### src/rtl/regfile_scoreboard_pkg.sv
// Shared configuration for the register file / scoreboard and its clients
// (issue unit, ROB): default widths, the hardwired-zero register and read-port source selection.
package regfile_scoreboard_pkg;

  localparam int unsigned RF_XLEN   = 32;
  localparam int unsigned RF_NREG   = 32;
  localparam int unsigned RF_TAG_W  = 4;
  localparam int unsigned RF_NUM_RD = 2;

  localparam int unsigned REG_ZERO = 0;
  localparam logic [RF_XLEN-1:0] ZERO_WORD = '0;

  // Where a read port takes its result from.
  typedef enum logic [1:0] {
    RD_SRC_OFF,
    RD_SRC_ZERO,
    RD_SRC_BYPASS,
    RD_SRC_ARRAY
  } rd_src_e;

endpackage

### src/rtl/regfile_scoreboard_rd_port.sv
// One combinational read port: enable/reset/flush gating, x0 handling,
// writeback bypass and the busy-clear visible through the bypass.
module regfile_rd_port
  import regfile_scoreboard_pkg::*;
#(
  parameter int unsigned XLEN  = RF_XLEN,
  parameter int unsigned AW    = 5,
  parameter int unsigned TAG_W = RF_TAG_W
) (
  input  logic             rst_i,
  input  logic             flush_i,
  input  logic             en_i,
  input  logic [AW-1:0]    addr_i,
  input  logic             wr_en_i,
  input  logic [AW-1:0]    wr_addr_i,
  input  logic [XLEN-1:0]  wr_data_i,
  input  logic [TAG_W-1:0] wr_tag_i,
  input  logic [XLEN-1:0]  ent_data_i,
  input  logic             ent_busy_i,
  input  logic [TAG_W-1:0] ent_tag_i,
  output logic [XLEN-1:0]  data_o,
  output logic             busy_o,
  output logic [TAG_W-1:0] tag_o
);

  rd_src_e src;

  // Choose the result source in priority order.
  always_comb begin
    src = RD_SRC_ARRAY;
    if (rst_i || flush_i || !en_i) begin
      src = RD_SRC_OFF;
    end else if (addr_i == AW'(REG_ZERO)) begin
      src = RD_SRC_ZERO;
    end else if (wr_en_i && (wr_addr_i == addr_i)) begin
      src = RD_SRC_BYPASS;
    end
  end

  // Drive data/busy/tag from the selected source.
  always_comb begin
    data_o = XLEN'(ZERO_WORD);
    busy_o = 1'b0;
    tag_o  = '0;
    case (src)
      RD_SRC_BYPASS: begin
        data_o = wr_data_i;
        busy_o = ent_busy_i && (ent_tag_i != wr_tag_i);
        tag_o  = ent_tag_i;
      end
      RD_SRC_ARRAY: begin
        data_o = ent_data_i;
        busy_o = ent_busy_i;
        tag_o  = ent_tag_i;
      end
      default: ;
    endcase
  end

endmodule

### src/rtl/regfile_scoreboard.sv
// Parametrised N-read/1-write integer register file with a per-register
// busy/tag scoreboard. Issue marks a destination pending; writeback clears it
// only when the producer tag matches; flush drops all pending producers.
module regfile_scoreboard
  import regfile_scoreboard_pkg::*;
#(
  parameter int unsigned XLEN   = RF_XLEN,
  parameter int unsigned NREG   = RF_NREG,
  parameter int unsigned NUM_RD = RF_NUM_RD,
  parameter int unsigned TAG_W  = RF_TAG_W,
  localparam int unsigned AW    = $clog2(NREG)
) (
  input  logic                    clk,
  input  logic                    rst,
  input  logic                    flush,
  input  logic                    wr_en,
  input  logic [AW-1:0]           wr_addr,
  input  logic [XLEN-1:0]         wr_data,
  input  logic [TAG_W-1:0]        wr_tag,
  input  logic                    iss_en,
  input  logic [AW-1:0]           iss_addr,
  input  logic [TAG_W-1:0]        iss_tag,
  input  logic [NUM_RD-1:0]       rd_en,
  input  logic [NUM_RD*AW-1:0]    rd_addr,
  output logic [NUM_RD*XLEN-1:0]  rd_data,
  output logic [NUM_RD-1:0]       rd_busy,
  output logic [NUM_RD*TAG_W-1:0] rd_tag
);

  logic [XLEN-1:0]  regs_q [NREG];
  logic [XLEN-1:0]  regs_d [NREG];
  logic [NREG-1:0]  busy_q, busy_d;
  logic [TAG_W-1:0] tag_q  [NREG];
  logic [TAG_W-1:0] tag_d  [NREG];

  // Next state: write (with tag-matched busy clear), then flush or issue;
  // issue is applied last so it overrides a same-edge write to the same register.
  always_comb begin
    regs_d = regs_q;
    busy_d = busy_q;
    tag_d  = tag_q;
    if (wr_en && (wr_addr != AW'(REG_ZERO))) begin
      regs_d[wr_addr] = wr_data;
      if (busy_q[wr_addr] && (tag_q[wr_addr] == wr_tag)) begin
        busy_d[wr_addr] = 1'b0;
      end
    end
    if (flush) begin
      busy_d = '0;
    end else if (iss_en && (iss_addr != AW'(REG_ZERO))) begin
      busy_d[iss_addr] = 1'b1;
      tag_d[iss_addr]  = iss_tag;
    end
  end

  // State registers with synchronous reset.
  always_ff @(posedge clk) begin
    if (rst) begin
      busy_q <= '0;
      for (int unsigned i = 0; i < NREG; i++) begin
        regs_q[i] <= '0;
        tag_q[i]  <= '0;
      end
    end else begin
      regs_q <= regs_d;
      busy_q <= busy_d;
      tag_q  <= tag_d;
    end
  end

  for (genvar gi = 0; gi < NUM_RD; gi++) begin : g_rd
    logic [AW-1:0] addr;
    assign addr = rd_addr[gi*AW +: AW];

    regfile_rd_port #(
      .XLEN  (XLEN),
      .AW    (AW),
      .TAG_W (TAG_W)
    ) u_port (
      .rst_i      (rst),
      .flush_i    (flush),
      .en_i       (rd_en[gi]),
      .addr_i     (addr),
      .wr_en_i    (wr_en),
      .wr_addr_i  (wr_addr),
      .wr_data_i  (wr_data),
      .wr_tag_i   (wr_tag),
      .ent_data_i (regs_q[addr]),
      .ent_busy_i (busy_q[addr]),
      .ent_tag_i  (tag_q[addr]),
      .data_o     (rd_data[gi*XLEN +: XLEN]),
      .busy_o     (rd_busy[gi]),
      .tag_o      (rd_tag[gi*TAG_W +: TAG_W])
    );
  end

endmodule

### config.mk
export PLATFORM = sky130hd
export DESIGN_NAME = regfile_scoreboard
export DESIGN_NICKNAME = d
export VERILOG_FILES = /design/src/rtl/regfile_scoreboard_pkg.sv /design/src/rtl/regfile_scoreboard_rd_port.sv /design/src/rtl/regfile_scoreboard.sv
export SDC_FILE = /design/constraint.sdc
export NUM_CORES = 2
export LEC_CHECK = 0
export BUFFER_PORTS_ARGS = -buffer_cell sky130_fd_sc_hd__buf_2
export CELL_PAD_IN_SITES_DETAIL_PLACEMENT = 0
export CELL_PAD_IN_SITES_GLOBAL_PLACEMENT = 1
export CORE_ASPECT_RATIO = 1.25
export CORE_MARGIN = 5
export CORE_UTILIZATION = 40
export CTS_BUF_LIST = sky130_fd_sc_hd__clkbuf_16
export CTS_CLUSTER_DIAMETER = 150
export DETAILED_ROUTE_END_ITERATION = 7
export GPL_ROUTABILITY_DRIVEN = 0
export HOLD_SLACK_MARGIN = 0.05
export PLACE_DENSITY = 0.67
export SLEW_MARGIN = 20
export SYNTH_ARGS = -nofsm -noshare
export SYNTH_HDL_FRONTEND = slang
export SYNTH_SLANG_ARGS = --single-unit
### constraint.sdc
create_clock -name clk -period 4.35 [get_ports clk]
set_clock_uncertainty 0.2 [all_clocks]
set_input_delay 0.87 -clock clk [delete_from_list [all_inputs] [get_ports clk]]
set_output_delay 0.87 -clock clk [all_outputs]
set_load 0.01 [all_outputs]
==> flow_summary.ini <==
[synthesis]
synth.cell_area_um2 = 62400
synth.avg_cell_area_um2 = 9.20
yosysSeqAreaShare_pct = 38.0
synthTopCellsByArea = dfxtp_1 (38%), mux4_2 (26%), nand2_1 (13%)
synth-seq-cells = 1184
yosys.area.top_type = dfxtp_1
synth_warnings = 0
ys.flop_type = dfxtp_1
ys_top_cells_by_count = nand2_1 (2202), dfxtp_1 (1184), a21oi_1 (1133)
yosysMostFrequentCell = nand2_1
synthCells = 6784
synth-edff-count = 0
synth.top_cell.area_share_pct = 38.0
synthArstFlopShare_pct = 0
synth.distinct_cells = 61
synth_nets = 6851

[die]
initial_core_util_pct = 40.1
fp.dieW_um = 363
core_um2 = 156000
row_count = 162
die-area_um2 = 164000
dieHeight_um = 452
ios = 141

[place]
place_inst = 8661
dp_hpwl_mm = 162
port-buffer-count = 140

[power_and_ir_drop]
power.share.clock_pct = 45.7
p_sw_mw = 6.30
leakagePower_nw = 23.8
internal_power_mw = 17.9
peakVddDrop_mv = 0.292
swShare_pct = 26.0
combPwrFrac_pct = 9.0
powerDensity_nw_per_um2 = 337
report.power.total_mw = 24.2
seqPwrFrac_pct = 45.3

[detailed_routing]
vias = 54911
drc = 0
drt-pass1-iter-count = 8
drt_iter0_drc = 6195
viasPerCell = 6.16
routedWlPerCell_um = 28.8
wl_mm = 257
drtAntennaViolNets = 0

[setup_path]
slowest_delay_ns = 0.56
start_kind = primary input
crit_end = rd_busy[0]
cp-end-kind = primary output
cp.arrival_ns = 3.23
cp_common_cell = a311oi_2
worst_path_max_delay_cell = mux4_2
critPathKind = primary input to primary output
crit_fanout = 18
r2r_end = busy_q[1]
startpoint = rd_addr[0]
path_delay_family = multiplexers
cp_num_buf_inv = 2
rr_startpoint = tag_q[39]
rr_worst_depth = 8
crit_required_ns = 3.28
crit_cells = 9
path_cells = buf_16 -> mux4_2 -> mux2_2 -> a21oi_1 -> nand3_2 -> xnor2_1 -> a311oi_2 -> a311oi_2 -> buf_2
rrSetupSlack_ns = 1.39

[cts]
clock_sinks = 1184
max-clock-path-buffers = 3
h-tree-depth = 4
cts_tree = done
clock-root-buffer = clkbuf_16
cts_made_buffers = 132
clk_pin_slew_ns = 0.05
clkLatencyLatePin_ns = 0.79

[global_route]
top_usage_layer = met2
use_met2_pct = 50.2
grt_overflow_total = 0
grt_max_degree = 206
track_usage_pct = 30.4
grtUsageMet1_pct = 38.0
grt_use_met3_pct = 5.28
antenna_found_initial = 10
grt_pass1_wl_mm = 368
grt_pass1_vias = 52610

[final_layout]
final_cells = 8913
fill_cells = 14765
fin_util_pct = 46.2
areaGrowthSynthToFinish_pct = 15.2
drive_gt1_share_pct = 23.5
nNetsFinal = 6826

[run]
max_cap_violations = 0

[sta]
worstMarginPinSlew_ns = 1.30
hold_viol = 0
period_minus_slack_ns = 4.30
finalMaxSlewViolations = 0
fin_crit_sh_pct = 98.9
max_freq_mhz = 232
rsz0062_at_grt = true
setup-violations-final = 0
slew_headroom_pct = 13.6

[worst_hold_path]
hold_class = flop to flop
holdCritStartpoint = regs_q[136]

[status]
outcome = completed
-- registers in the layout, summed over array words and instances (netlist names) --
| name | flops |
|---|---|
| regs_q | 1024 |
| busy_q | 32 |
| tag_q | 128 |
-- worst min-delay path by stage --
stage	endpoint	slack (ns)	cells past startpoint
floorplan	regs_q[160]	0.24	2
global placement	regs_q[317]	0.25	2
detailed placement	regs_q[136]	0.26	2
CTS	regs_q[953]	0.24	3
global route	regs_q[953]	0.28	3
finish	regs_q[136]	0.27	2
-- logic make-up after synthesis --
logic type / synth area share, %
AND/OR/NAND/NOR: 16.6
AO/OA/AOI/OAI: 11.3
flip-flops: 38.0
multiplexers: 29.1
buffers and inverters: 4.80
XOR/XNOR: 0.267
-- what timing repair did --
action,4_1_cts,5_1_grt
hold buffers,0,0
cloned,4,3
pin swaps,2,4
endpoints found under the setup margin,36,39
resized for setup,25,41
setup buffers,2,5
-- worst register-to-register path: cells and delay by family (launching register included) --
kind / cells / cell delay [ns]
compound gates: 3 / 0.83
buf+inv: 1 / 0.29
flops: 1 / 0.37
mux: 1 / 0.50
simple gates: 3 / 0.66
-- power by group through the flow --
stage,Clock [mW],Combinational (mW),Sequential [mW]
2_1_floorplan,0,1.28,11.2
3_3_place_gp,0,2.08,11.2
3_5_place_dp,0,2.10,11.2
4_1_cts,11.2,2.13,11.0
5_1_grt,11.6,2.26,11.0
6_report,11.1,2.17,11.0
-- per-layer routing --
metal  vias up  share of wire, %
met5         -            0.0051
met4         2               6.2
met3       764               8.6
met2      2880                48
met1     27333                37
li1      23932                 -
-- final cells by class --
cell class                      instances  area, µm²  area share [%]
Sequential cell                      1184      23700            33.0
Clock inverter                         94        714           0.993
Clock buffer                          137       3430            4.76
Tap cell                             2050       2560            3.57
Timing Repair Buffer                  562       5220            7.26
Inverter                                6       27.5          0.0383
Antenna cell                            7       17.5          0.0243
Multi-Input combinational cell       4873      36300            50.4
-- cells in the final DEF (no fill, tap or decap), drive strengths merged, types with 21 or more instances in the layout --
cell type | synthesis | routed
mux2i | 182 | 182
a21oi | 1133 | 1133
o22ai | 27 | 27
nand3 | 122 | 122
inv | 4 | 41
o22a | 21 | 21
a211oi | 38 | 38
clkbuf | 570 | 140
clkinv | 2 | 47
buf | 151 | 558
nand2 | 2202 | 2202
dfxtp | 1184 | 1184
mux4 | 721 | 721
nor2b | 54 | 54
o21ai | 41 | 41
nor2 | 189 | 189
-- stage by stage --
step | worst slack (ns) | TNS [ns] | cell area (µm²) | hold slack [ns]
2_1_floorplan | 0.240 | 0 | 62400 | 0.243
3_3_place_gp | -0.473 | -2.95 | 67300 | 0.248
3_5_place_dp | -0.448 | -2.88 | 67300 | 0.257
4_1_cts | 0.00140 | 0 | 71700 | 0.235
5_1_grt | -0.0182 | -0.0424 | 71900 | 0.279
6_report | 0.0475 | 0 | 71900 | 0.265
Note: power is estimated with default switching activity, not from simulation.
